===== src/rtl/beam_scan_controller.sv =====
// Steps the beamformer delay_select through every steering direction, integrates
// |beam sum| over a fixed number of frames per direction, and locks onto the loudest one.
module beam_scan_controller #(
  parameter int NUM_DIRS   = 16,
  parameter int DWELL_LOG2 = 4,
  parameter int SETTLE     = 2,
  parameter int ACC_W      = 22 + DWELL_LOG2
) (
  input  logic              clk,
  input  logic              rst,
  input  logic              lr_clk,
  input  logic [21:0]       sum_in,
  input  logic              start,
  input  logic              manual_en,
  input  logic [4:0]        manual_dir,
  output logic [4:0]        delay_select,
  output logic [4:0]        best_dir,
  output logic [ACC_W-1:0]  best_energy,
  output logic              busy,
  output logic              done
);

  localparam logic [2:0] S_IDLE    = 3'd0;
  localparam logic [2:0] S_SETTLE  = 3'd1;
  localparam logic [2:0] S_ACCUM   = 3'd2;
  localparam logic [2:0] S_COMPARE = 3'd3;
  localparam logic [2:0] S_LOCK    = 3'd4;

  localparam int             FRAME_W     = DWELL_LOG2 + 1;
  localparam logic [4:0]     LAST_DIR    = 5'(NUM_DIRS - 1);
  localparam logic [3:0]     SETTLE_LAST = 4'(SETTLE - 1);
  localparam logic [FRAME_W-1:0] DWELL_LAST = FRAME_W'((1 << DWELL_LOG2) - 1);

  logic [2:0]         state;
  logic               lr_q;
  logic               tick;
  logic [4:0]         dir;
  logic [3:0]         settle_cnt;
  logic [FRAME_W-1:0] frame_cnt;
  logic [ACC_W-1:0]   acc;
  logic [21:0]        energy;
  logic               better;
  logic [4:0]         win_dir;

  assign tick = lr_clk & ~lr_q;

  // NOTE: magnitude is kept at 22 bits unsigned so -2^21 becomes 2^21 instead of wrapping.
  assign energy = sum_in[21] ? (~sum_in + 22'd1) : sum_in;

  // The first direction always seeds the best; strict compare keeps the lower index on ties.
  assign better  = (acc > best_energy) || (dir == 5'd0);
  assign win_dir = better ? dir : best_dir;

  // NOTE: all state updates use non-blocking assignments so every register sees pre-edge values.
  always_ff @(posedge clk) begin
    if (rst) begin
      state        <= S_IDLE;
      lr_q         <= 1'b0;
      dir          <= 5'd0;
      settle_cnt   <= 4'd0;
      frame_cnt    <= '0;
      acc          <= '0;
      delay_select <= 5'd0;
      best_dir     <= 5'd0;
      best_energy  <= '0;
      busy         <= 1'b0;
      done         <= 1'b0;
    end else begin
      lr_q <= lr_clk;
      done <= 1'b0;
      case (state)
        S_IDLE, S_LOCK: begin
          if (manual_en) begin
            delay_select <= manual_dir;
          end else if (start) begin
            dir          <= 5'd0;
            delay_select <= 5'd0;
            best_energy  <= '0;
            best_dir     <= 5'd0;
            busy         <= 1'b1;
            settle_cnt   <= 4'd0;
            state        <= S_SETTLE;
          end else if (state == S_LOCK) begin
            delay_select <= best_dir;
          end
        end

        S_SETTLE: begin
          if (SETTLE == 0) begin
            acc       <= '0;
            frame_cnt <= '0;
            state     <= S_ACCUM;
          end else if (tick) begin
            if (settle_cnt == SETTLE_LAST) begin
              acc       <= '0;
              frame_cnt <= '0;
              state     <= S_ACCUM;
            end else begin
              settle_cnt <= settle_cnt + 4'd1;
            end
          end
        end

        S_ACCUM: begin
          if (tick) begin
            acc       <= acc + ACC_W'(energy);
            frame_cnt <= frame_cnt + FRAME_W'(1);
            if (frame_cnt == DWELL_LAST) state <= S_COMPARE;
          end
        end

        S_COMPARE: begin
          if (better) begin
            best_energy <= acc;
            best_dir    <= dir;
          end
          if (dir == LAST_DIR) begin
            done         <= 1'b1;
            busy         <= 1'b0;
            delay_select <= win_dir;
            state        <= S_LOCK;
          end else begin
            dir          <= dir + 5'd1;
            delay_select <= dir + 5'd1;
            settle_cnt   <= 4'd0;
            state        <= S_SETTLE;
          end
        end

        default: state <= S_IDLE;
      endcase
    end
  end

endmodule


===== config.mk =====
export PLATFORM = sky130hd
export DESIGN_NAME = beam_scan_controller
export DESIGN_NICKNAME = d
export VERILOG_FILES = /design/src/rtl/beam_scan_controller.sv
export SDC_FILE = /design/constraint.sdc
export NUM_CORES = 1
export LEC_CHECK = 0
export CORE_ASPECT_RATIO = 0.5
export CORE_MARGIN = 1
export CORE_UTILIZATION = 30
export CTS_CLUSTER_DIAMETER = 30
export DETAILED_ROUTE_END_ITERATION = 6
export DONT_BUFFER_PORTS = 1
export SLEW_MARGIN = 20
export SYNTH_ARGS = -nofsm -noshare
export SYNTH_HDL_FRONTEND = slang
export SYNTH_SLANG_ARGS = --single-unit
export TNS_END_PERCENT = 1

===== constraint.sdc =====
create_clock -name clk -period 8.25 [get_ports clk]
set_input_delay 1.2375 -clock clk [delete_from_list [all_inputs] [get_ports clk]]
set_output_delay 1.2375 -clock clk [all_outputs]
set_load 0.01 [all_outputs]

======== Word level (Yosys, flattened, before mapping) ========
Cells that the tools add are included.
word-level totals
  register bits ........................... 82
  latch bits .............................. 0
  memory bits (writable) .................. 0
  memory bits (read-only) ................. 0
  input port bits ......................... 32
  output and inout bits ................... 38
  memories ................................ 0
operators by class
  add/sub/neg operators ................... 5
  $mul .................................... 0
  div/mod/pow operators ................... 0
  $lt $le $gt $ge ......................... 1
  equal/unequal tests ..................... 18
  shift-type cells ........................ 0
  multiplexer cells ....................... 43
  bitwise operators ....................... 4
  reduce and logical (&&, ||, !) cells .... 16
operators by type and width
  cell                   count
  $mux 26                6
  $pmux 26 s2            2
  $mux 5                 11
  $pmux 5 s2             4
  $add 26x22->26         1
  $gt 26x26->1           1
  $add 22x1->22 const B  1
  $mux 22                1
  $not 22->22            1
  $mux 3                 7
  $mux 4                 5
  $ne 2x2->1 const B     10
  $reduce_and 4->1       4
  $pmux 3 s4             1
  $pmux 4 s3             1
  $reduce_and 6->1       2
  $add 5x1->5 const B    2
  $eq 5x4->1 const B     2
  $eq 3x2->1 const B     2
  $logic_not 5->1        1
  $add 4x1->4 const B    1
  $eq 4x1->1 const B     1
  $mux 1                 4
  $ne 4x4->1 const B     1
  other kinds (12)       15

======== Logic depth before layout (Yosys ltp) ========
  depth after elaboration ................. 6
  gate-level depth with buffers ........... 15

======== Worst setup path after synthesis ========
Ideal clock, no wire load.
  path kind ............................... input to register
  start ................................... input sum_in[5]
  end ..................................... register acc[18]
  arrival ................................. 4866 ps
  data required time ...................... 8133 ps
  setup slack ............................. 3266 ps
  stages on the path ...................... 15
  cell sequence ........................... or4_4 -> or4_4 -> nor2_2 -> nand3_1 -> or4_4 -> o31ai_1 -> xnor2_1 -> ha_1 -> and3_1 -> and2_1 -> a32o_1 -> nor2_1 -> a21oi_1 -> or3_1 -> a32o_1
between the ends
  word-level cells in the longest chain between the ends .. 6
RTL lines
  what                    RTL line  text
  start: declaration      12        input logic [21:0] sum_in,
  $not 22->22             48        assign energy = sum_in[21] ? (~sum_in + 22'd1) : sum_in;
  $add 22x1->22           48
  $mux 22 (*)             48
  $add 26x22->26 (*)      106       acc <= acc + ACC_W'(energy);
  $mux 26 (*)             105       if (tick) begin
  $pmux 26 s2 (*)         71        case (state)
  end signal: assignment  106
  end: declaration        40        logic [ACC_W-1:0] acc;
Mark *: on every way between the ends. The rest lies on a longest branch, timed or not. The select of a mux whose other input is x is not followed.
A chain may end at the register's enable or synchronous reset.

======== Worst setup path after layout ========
Same ends and word-level chain as after synthesis.

==> results.py <==
metrics = {
    "critical_path": {
        "crit_path_start_kind": "input port",
        "critPathRequiredTime_ps": 8480,
        "crit_path_max_fanout": 5,
        "crit_path_end_kind": "register",
        "slowest_stage": "or4_4",
        "cpMostUsedCell": "or4_4",
        "cp_slowest_stage_delay_ps": 540,
        "cp_cell_sequence": "or4_4, or4_4, nor2_2, nand3_1, or4_4, o31ai_1, xnor2_1, ha_1, and3_1, and2_1, a32o_1, nor2_1, a21oi_1, or3_1, a32o_1",
        "arrival_ps": 5110,
        "worstSetupPathType": "input port to register",
    },
    "floorplan": {
        "coreArea_mm2": 0.0184,
        "fp-row-count": 35,
        "die_area_mm2": 0.0194,
        "die_w_um": 196,
        "die_h_um": 99.1,
        "num_io_pins": 70,
        "start_util_pct": 30.7,
    },
    "yosys": {
        "synth-seq-cells": 82,
        "syn_nets": 801,
        "yosysWarnings": 0,
        "synthArstFlopShare_pct": 0,
        "synth_area_leaders": "dfxtp_1, ha_1, a21oi_1",
        "yosysTopAreaCell": "dfxtp_1",
        "synth_edf_count": 0,
        "synth.distinct_cells": 62,
        "avgSynthCellArea_um2": 7.95,
        "synth_most_common_cell": "dfxtp_1",
        "synth_area_mm2": 0.00566,
        "synth_common_cells": "dfxtp_1, a21oi_1, nor2_1, nand2_1, ha_1",
        "synthFlopType": "dfxtp_1",
        "synth_cells": 712,
        "synth_top_area_share_pct": 29.0,
        "seq_area_frac_synth_pct": 29.0,
    },
    "layout": {
        "drive_above_1_share_pct": 5.28,
        "stdcell_area_mm2": 0.00621,
        "finalNonFillerCells": 960,
        "diodes": 0,
        "syn_to_final_growth_pct": 9.82,
        "fin_nets": 785,
    },
    "clock_network": {
        "insertion_delay_ps": 340,
        "cts_tree": "built",
        "cts_resized": 0,
        "cts-root-buf": "clkbuf_16",
        "cts_setup_buffers": 0,
        "clock-sinks": 82,
        "numCtsBuffers": 9,
        "clkTransAtPathRegs_ps": 60,
        "ctsHoldBuffers": 0,
        "cts.htree.levels": 3,
        "cts_buffer_depth": 2,
    },
    "pwr": {
        "p_seq_share_pct": 37.3,
        "ir_drop_mv": 0.121,
        "leakage_nw": 2.42,
        "swShare_pct": 33.9,
        "p_int_mw": 0.793,
        "p_per_area_mw_per_mm2": 193,
        "clock_power_share_pct": 35.3,
        "p_switching_mw": 0.406,
        "power_frac_comb_pct": 27.4,
    },
    "grt": {
        "grt.total_usage_pct": 16.0,
        "gr-total-overflow": 0,
        "grt_max_degree": 42,
        "grt_pass1_vias": 4877,
        "antenna_found_initial": 0,
        "grt_pass1_wl_um": 24900,
    },
    "detailed_routing": {
        "dr.pass1.iters": 5,
        "drc": 0,
        "ant_nets": 0,
        "wl_um": 15000,
        "dr.first_iter.drc_count": 316,
        "viasPerCell": 5.24,
        "vias": 5033,
        "wl_per_cell_um": 15.6,
    },
    "sta": {
        "setup_ws_ps": 3370,
        "worst_pin_slew_ps": 971,
        "fmax_ghz": 0.205,
        "setup_tns_ps": 0,
        "setup_viol": 0,
        "fin_crit_ps": 4880,
        "finClkSkew_ps": 8.16,
        "slew_violations": 0,
        "fin_crit_sh_pct": 59.1,
        "slew_headroom_pct": 35.0,
        "whs_ps": 485,
        "hold_viol": 0,
        "rsz0062_at_grt": "false",
    },
    "place": {
        "placed_area_mm2": 0.00590,
        "dp_hpwl_um": 11600,
        "dp_slack_ps": 3040,
        "place.gp.congestion": 0.833,
        "placement.io_buffers": 0,
        "dp_cells": 944,
    },
    "flow_run": {
        "max_cap_violations": 0,
    },
    "status": {
        "status": "finished clean",
    },
    "hold_path": {
        "min_path_type": "register to register",
    },
}
## registers in the layout (all words and copies together) (netlist names), 3 cells and up
name          cells
acc              26
best_energy      26
best_dir          5
delay_select      5
dir               5
frame_cnt         5
settle_cnt        4
state             3
## metrics by stage
| step | utilization, % | power [mW] |
|---|---|---|
| 3_3_place_gp | 32.0 | 0.777 |
| 6_report | 33.7 | 1.20 |
| 2_1_floorplan | - | 0.709 |
| 5_1_grt | 33.7 | 1.27 |
| 4_1_cts | 33.7 | 1.21 |
| 3_5_place_dp | 32.0 | 0.784 |
## critical path, delay by kind of cell
family | cells | cell delay (ps)
xor gates and xnor gates | 1 | 150
AOI/OAI and AO/OA | 4 | 870
adders and majority gates | 1 | 300
and+or+nand+nor | 9 | 2540
## final cells by class
cell class	count	area, µm²
multi-input cells	553	3740
fillers	1940	12200
well taps	259	324
flip-flops and latches	82	1640
inverters	47	176
clock inverters	5	78.8
repair buffers	3	22.5
clock buffers	11	233
## logic make-up (layout without fill, tap and decap cells)
family / count (synthesis) / in the layout / share of synthesized area, %
flops: 82 / 82 / 29.0
xor+xnor: 39 / 39 / 6.04
simple gates: 244 / 244 / 21.5
compound gates: 206 / 206 / 24.3
fa+ha+maj: 57 / 57 / 12.7
mux: 7 / 7 / 1.26
buf+inv: 77 / 66 / 5.15
## power groups by stage
| stage | sequential (mW) | clock [mW] | combinational, mW |
|---|---|---|---|
| 4_1_cts | 0.448 | 0.437 | 0.329 |
| 3_3_place_gp | 0.455 | 0 | 0.321 |
| 3_5_place_dp | 0.457 | 0 | 0.327 |
| 5_1_grt | 0.451 | 0.452 | 0.369 |
| 2_1_floorplan | 0.443 | 0 | 0.266 |
| 6_report | 0.447 | 0.424 | 0.328 |
## routing by layer
layer	routed length (µm)	track usage (%)	vias up	part of all wire, %
met5	0	0	-	0
met4	216	4.57	0	1.4
met3	763	3.93	14	5.1
met2	6520	26.1	85	44
met1	7460	20.9	2373	50
li1	-	-	2561	-
## layout by cell type, fill, tap and decap left out, types with 7 or more instances in the layout
cell and count:
nor2b_1 8, inv_1 47, o21ai_0 24, nor3b_1 7, o21a_1 7, xnor2_1 31, clkbuf_16 9, xor2_1 8
dfxtp_1 82, nor2_1 66, nor3_1 8, a21oi_1 76, ha_1 56, nand3_1 32, and3_1 15, a211oi_1 9
a32o_1 9, a21o_1 13, nand4_1 9, a22oi_1 11, nand2_1 60
## final timing paths
path	slack, ps	to	start	cells past startpoint
min reg2reg	480	frame_cnt[4]$_SDFFE_PP0P_	frame_cnt[4]$_SDFFE_PP0P_	2
min	480	frame_cnt[4]$_SDFFE_PP0P_	frame_cnt[4]$_SDFFE_PP0P_	2
max	3370	acc[18]$_SDFFE_PP0P_	sum_in[5]	15
max reg2reg	4920	delay_select[4]$_SDFFE_PP0P_	best_energy[25]$_SDFFE_PP0P_	10
(Power assumes the default switching activity.)
